<file path="src/rtl/mem_port_arbiter.sv">
// Arbitrates the shared memory port between instruction fetch and load/store; grant registered one edge after request, done one edge after mem_ready.
// Requesters hold their level request until done; the port stalls in a grant state until mem_ready or timeout expiry.
module mem_port_arbiter #(
    parameter int ADDR_W        = 32,
    parameter int DATA_W        = 32,
    parameter int TIMEOUT       = 16,
    parameter int MAX_LS_STREAK = 3
) (
    input  logic              clk,
    input  logic              reset,
    input  logic              if_req,
    input  logic [ADDR_W-1:0] if_addr,
    output logic              if_done,
    output logic [DATA_W-1:0] if_rdata,
    input  logic              ls_req,
    input  logic              ls_we,
    input  logic [ADDR_W-1:0] ls_addr,
    input  logic [DATA_W-1:0] ls_wdata,
    output logic              ls_done,
    output logic [DATA_W-1:0] ls_rdata,
    output logic              IFU_addr_en,
    output logic              ALU_addr_en,
    output logic              mem_req,
    output logic              mem_we,
    output logic [ADDR_W-1:0] mem_addr,
    output logic [DATA_W-1:0] mem_wdata,
    input  logic [DATA_W-1:0] mem_rdata,
    input  logic              mem_ready,
    output logic              bus_err,
    output logic              busy
);

    localparam int CW = $clog2(TIMEOUT);
    localparam int SW = $clog2(MAX_LS_STREAK + 1);
    localparam logic [CW-1:0] LP_CNT_MAX    = CW'(TIMEOUT - 1);
    localparam logic [SW-1:0] LP_STREAK_MAX = SW'(MAX_LS_STREAK);

    typedef enum logic [1:0] {
        IDLE     = 2'd0,
        GRANT_IF = 2'd1,
        GRANT_LS = 2'd2
    } state_t;

    state_t            r_state;
    state_t            w_next;
    logic [CW-1:0]     r_cnt;
    logic [SW-1:0]     r_streak;
    logic              w_grant_if;
    logic              w_grant_ls;
    logic              w_ok;
    logic              w_expire;
    logic              w_end;

    logic              r_if_done;
    logic              r_ls_done;
    logic [DATA_W-1:0] r_if_rdata;
    logic [DATA_W-1:0] r_ls_rdata;
    logic              r_ifu_en;
    logic              r_alu_en;
    logic              r_mem_req;
    logic              r_mem_we;
    logic [ADDR_W-1:0] r_mem_addr;
    logic [DATA_W-1:0] r_mem_wdata;
    logic              r_bus_err;

    always_ff @(posedge clk or posedge reset) begin
        if (reset) begin
            r_state <= IDLE;
        end else begin
            r_state <= w_next;
        end
    end

    // Load/store wins ties until it has taken MAX_LS_STREAK grants in a row over a waiting fetch.
    always_comb begin
        w_next     = r_state;
        w_grant_if = 1'b0;
        w_grant_ls = 1'b0;
        w_ok       = 1'b0;
        w_expire   = 1'b0;
        case (r_state)
            IDLE: begin
                if (ls_req && (!if_req || (r_streak < LP_STREAK_MAX))) begin
                    w_grant_ls = 1'b1;
                    w_next     = GRANT_LS;
                end else if (if_req) begin
                    w_grant_if = 1'b1;
                    w_next     = GRANT_IF;
                end
            end
            GRANT_IF, GRANT_LS: begin
                if (mem_ready) begin
                    w_ok   = 1'b1;
                    w_next = IDLE;
                end else if (r_cnt == LP_CNT_MAX) begin
                    w_expire = 1'b1;
                    w_next   = IDLE;
                end
            end
            default: w_next = IDLE;
        endcase
    end

    assign w_end = w_ok || w_expire;

    always_ff @(posedge clk or posedge reset) begin
        if (reset) begin
            r_cnt       <= '0;
            r_streak    <= '0;
            r_if_done   <= 1'b0;
            r_ls_done   <= 1'b0;
            r_if_rdata  <= '0;
            r_ls_rdata  <= '0;
            r_ifu_en    <= 1'b0;
            r_alu_en    <= 1'b0;
            r_mem_req   <= 1'b0;
            r_mem_we    <= 1'b0;
            r_mem_addr  <= '0;
            r_mem_wdata <= '0;
            r_bus_err   <= 1'b0;
        end else begin
            r_if_done <= w_end && (r_state == GRANT_IF);
            r_ls_done <= w_end && (r_state == GRANT_LS);
            r_bus_err <= w_expire;
            if (w_grant_ls) begin
                r_mem_addr  <= ls_addr;
                r_mem_wdata <= ls_wdata;
                r_mem_we    <= ls_we;
                r_mem_req   <= 1'b1;
                r_alu_en    <= 1'b1;
                r_ifu_en    <= 1'b0;
                r_cnt       <= '0;
                if (!if_req) begin
                    r_streak <= '0;
                end else if (r_streak != LP_STREAK_MAX) begin
                    r_streak <= r_streak + 1'b1;
                end
            end else if (w_grant_if) begin
                r_mem_addr  <= if_addr;
                r_mem_wdata <= '0;
                r_mem_we    <= 1'b0;
                r_mem_req   <= 1'b1;
                r_ifu_en    <= 1'b1;
                r_alu_en    <= 1'b0;
                r_cnt       <= '0;
                r_streak    <= '0;
            end else if (w_end) begin
                r_mem_req <= 1'b0;
                r_mem_we  <= 1'b0;
                r_ifu_en  <= 1'b0;
                r_alu_en  <= 1'b0;
                if (r_state == GRANT_IF) begin
                    r_if_rdata <= w_ok ? mem_rdata : '0;
                end else begin
                    r_ls_rdata <= w_ok ? mem_rdata : '0;
                end
            end else if (r_state != IDLE) begin
                r_cnt <= r_cnt + 1'b1;
            end
        end
    end

    assign if_done     = r_if_done;
    assign ls_done     = r_ls_done;
    assign if_rdata    = r_if_rdata;
    assign ls_rdata    = r_ls_rdata;
    assign IFU_addr_en = r_ifu_en;
    assign ALU_addr_en = r_alu_en;
    assign mem_req     = r_mem_req;
    assign mem_we      = r_mem_we;
    assign mem_addr    = r_mem_addr;
    assign mem_wdata   = r_mem_wdata;
    assign bus_err     = r_bus_err;
    assign busy        = (r_state != IDLE);

endmodule

</file>
<file path="config.mk">
export PLATFORM = sky130hd
export DESIGN_NAME = mem_port_arbiter
export DESIGN_NICKNAME = d
export VERILOG_FILES = /design/src/rtl/mem_port_arbiter.sv
export SDC_FILE = /design/constraint.sdc
export NUM_CORES = 1
export LEC_CHECK = 0
export BUFFER_PORTS_ARGS = -buffer_cell sky130_fd_sc_hd__buf_2
export CORE_MARGIN = 1
export CORE_UTILIZATION = 50
export CTS_BUF_LIST = sky130_fd_sc_hd__clkbuf_8
export DETAILED_ROUTE_END_ITERATION = 16
export PLACE_DENSITY = 0.85
export SLEW_MARGIN = 5
export SYNTH_ARGS = -nofsm -noshare
export SYNTH_HDL_FRONTEND = slang
export SYNTH_SLANG_ARGS = --single-unit
</file>
<file path="constraint.sdc">
create_clock -name clk -period 13 [get_ports clk]
set_input_delay 3.9 -clock clk [delete_from_list [all_inputs] [get_ports clk]]
set_output_delay 3.9 -clock clk [all_outputs]
set_load 0.01 [all_outputs]
</file>
==> impl_results.md <==
* Status: completed
* Root Buffer: clkbuf_8
* Multi-input gate area at 2150 um^2
* Startpoint type of the worst setup path: flop
* Worst r2r src: r_state[1]
* Most used cell along the critical path: inv_1
* Switching power at 621 uW
* Top Ports at 270
* Top cells by count, synth: 143 x dfrtp_1, 65 x and3_1, 51 x mux2_1, 33 x a22o_1, 31 x a221o_1
* Die W at 111 um
* Layout Cells excl Fill at 841
* Highest Signal Layer: met4
* N_diodes at 0
* WS Path Type: reg2out
* Post-CTS sizing at 0
* Gr ovfl total at 0
* Switching Share at 0.355
* CP arrival at 1.65 ns
* Count of cell types in the netlist at 35
* Fin Setup TNS at 0 ns
* Sequential group share of total power at 0.408
* Relative slew slack at 0.189
* Mean Syn Cell Area at 13.7 um^2
* Clock Tree Buf Depth at 2
* YS warnings at 0
* Net count after synthesis at 571
* Final #Nets at 824
* Hold crit path type: reg2reg
* Gr usage total at 0.259
* Total number of vias at 4615
* Setup crit end kind: output pin
* Seq/Total Area, Yosys at 0.605
* Drt first pass iters at 5
* Logic gate share of total power at 0.380
* CTS buffer count at 17
* Internal at 1130 uW
* CTS tree: built
* Cells after synthesis at 432
* Initial DRC count at 323
* Final hold vios at 0
* Filler cells at 862
* Static Leak at 0.00448 uW
* Worst slack at placement at 7.16 ns
* Cell area after synthesis at 5910 um^2
* DRT Wirelength at 15100 um
* Cell family with most CP delay: buffers and inverters
* Share of the synthesized area in the top cell type at 0.605
* Area Overhead vs Synth at 30.6%
* Met3 wire length at 1020 um
* EDFF count, synth at 0
* Final WS setup at 7.45 ns
* Clock-pin slew on the worst setup and hold paths at 0.08 ns
* Worst-path cell chain: inv_1, ha_1, inv_1, buf_2
* Largest family of logic cells by synthesized area: multiplexers
* Final critical-path required period at 5.55 ns
* Die area at 12300 um^2
* Worst clock skew at 0.00614 ns
* Synth Area in Adders at 0.0106
* Largest net degree at the start of global routing at 85
* Least-Margin Pin Slew at 1.22 ns
* Asr flop ratio synth at 1.00
* Worst path slowest cell: dfrtp_1
* Clock Power Share at 0.212
* Setup crit start: r_state[1]
* Routed Antenna Nets at 0
* Period utilisation layout at 0.427
* Max-slew violations at 0
* DP HPWL at 10800 um
* H-tree Lvls at 4
* Initial antenna violation count at 0
* Vias in the first global route at 4737
* Die H at 111 um
* Buf+Inv Stages, Crit Path at 3
* Core region area at 11500 um^2
* Max rail drop VDD at 0.000116 V
* Routed WL per cell at 18.0 um
* Max Cap Viol at 0
* Placement Rows at 39
* Xor/xnor cell area share of the yosys netlist at 0.00148
* Ranking of synthesized cells by area: dfrtp_1 61%, mux2_1 9.7%, and3_1 6.9%
* Vias/cell at 5.49
* Post-synth top area cell: dfrtp_1
* Skew-Pair Late Insertion Delay at 0.44 ns
* Required time worst endpoint at 9.10 ns
* Most frequent cell after synthesis: dfrtp_1
* Complex-gate fraction of the synthesized area at 0.128
* Core Util, Final at 0.674
* Fraction of layout cells with a size suffix above 1 at 0.466
* Hold Crit Start: mem_req
* Max incr delay on CP at 0.41 ns
* Initial Util at 0.516
* Register area at 3580 um^2
* Ys flop type: dfrtp_1
* Post-CTS setup buffer count at 0
* WL met2 at 7710 um
* Multiplexer area fraction after synthesis at 0.132
* Number of buffers inserted by hold repair at cts at 0
* Critical Path Fanout Max at 8
* Port Buffers at 269
* Fmax at 180 MHz
* Power Density at 226 nW/um^2
* Number of synthesized register bits at 143
* Met1 WL at 6100 um
* Final setup fails at 0
* Global-route wire length before repair at 24700 um
* DRC at 0
* Post-Synth Simple-Gate Area at 0.0887
* GP Congestion at 0.807
* Cells after DPL at 809
* RSZ-0062 raised after global routing: no
* Clock sink count at 143
## cell type report
type / instances / area share
flip-flops and latches: 143 / 0.463
multi-input cells: 246 / 0.278
repair buffers: 272 / 0.177
clock buffers: 21 / 0.0374
well taps: 143 / 0.0232
clock inverters: 11 / 0.0177
inverters: 5 / 0.00308
## layer usage
metal,track usage,up-vias
met5,0,-
met4,0.0898,0
met3,0.0738,20
met2,0.443,188
met1,0.313,2282
li1,-,2125
## cell usage in the layout (no fill, tap or decap), types with 2 or more instances in the layout
master | synthesis | routed
inv_6 | 0 | 2
mux2_1 | 51 | 51
buf_2 | 12 | 269
o21ai_0 | 2 | 2
bufinv_16 | 0 | 3
a221o_1 | 31 | 31
clkinv_2 | 0 | 5
dfrtp_1 | 143 | 143
and2_1 | 3 | 3
nand2b_1 | 2 | 2
nand2_1 | 9 | 9
and3_1 | 65 | 64
nor2_1 | 2 | 2
nand3_1 | 4 | 4
a21oi_1 | 3 | 3
a21boi_0 | 2 | 2
a22o_1 | 33 | 33
inv_1 | 5 | 5
mux2_2 | 15 | 15
mux2i_1 | 4 | 4
ha_1 | 5 | 5
buf_4 | 0 | 3
clkbuf_8 | 0 | 21
## flip-flops by register name (all words and copies together) (netlist names)
register and flops:
mem_addr 32, r_cnt 4, r_streak 2, mem_wdata 32, ALU_addr_en 1, bus_err 1
if_rdata 32, if_done 1, ls_done 1, ls_rdata 32, mem_req 1, mem_we 1
r_state 2, IFU_addr_en 1
## cells by family (layout without fill, tap and decap cells)
logic type / count (synthesis) / after routing
AOI/OAI and AO/OA: 82 / 82
xor gates and xnor gates: 1 / 1
adders and majority gates: 5 / 5
buffers and inverters: 43 / 309
DFF: 143 / 143
muxes: 70 / 70
and+or+nand+nor: 88 / 88
## stage by stage
step / hold WS (ns) / cell area, um^2 / total power, uW
3_3_place_gp: 0.461 / 7300 / 1360
5_1_grt: 0.501 / 7720 / 1850
2_1_floorplan: 0.474 / 5910 / 1120
6_report: 0.484 / 7720 / 1750
4_1_cts: 0.485 / 7720 / 1770
3_5_place_dp: 0.465 / 7300 / 1390
## final timing paths
kind,slack [ns],depth (start not counted),endpoint
worst max-delay path,7.45,4,busy
worst min-delay path,0.48,1,mem_req
worst max register to register,9.94,6,ls_rdata[20]
worst min register to register,0.48,1,mem_req
max in group asynchronous,8.06,3,if_rdata[21]
min in group asynchronous,3.51,2,if_rdata[1]
## power groups by stage
stage	Combinational (uW)	Clock, uW	Sequential [uW]
after floorplan	331	0	786
after global placement	650	0	710
after detailed placement	675	0	719
after CTS	675	381	713
after global routing	720	397	735
final	665	371	713
Note: power is estimated with default switching activity, not from simulation.
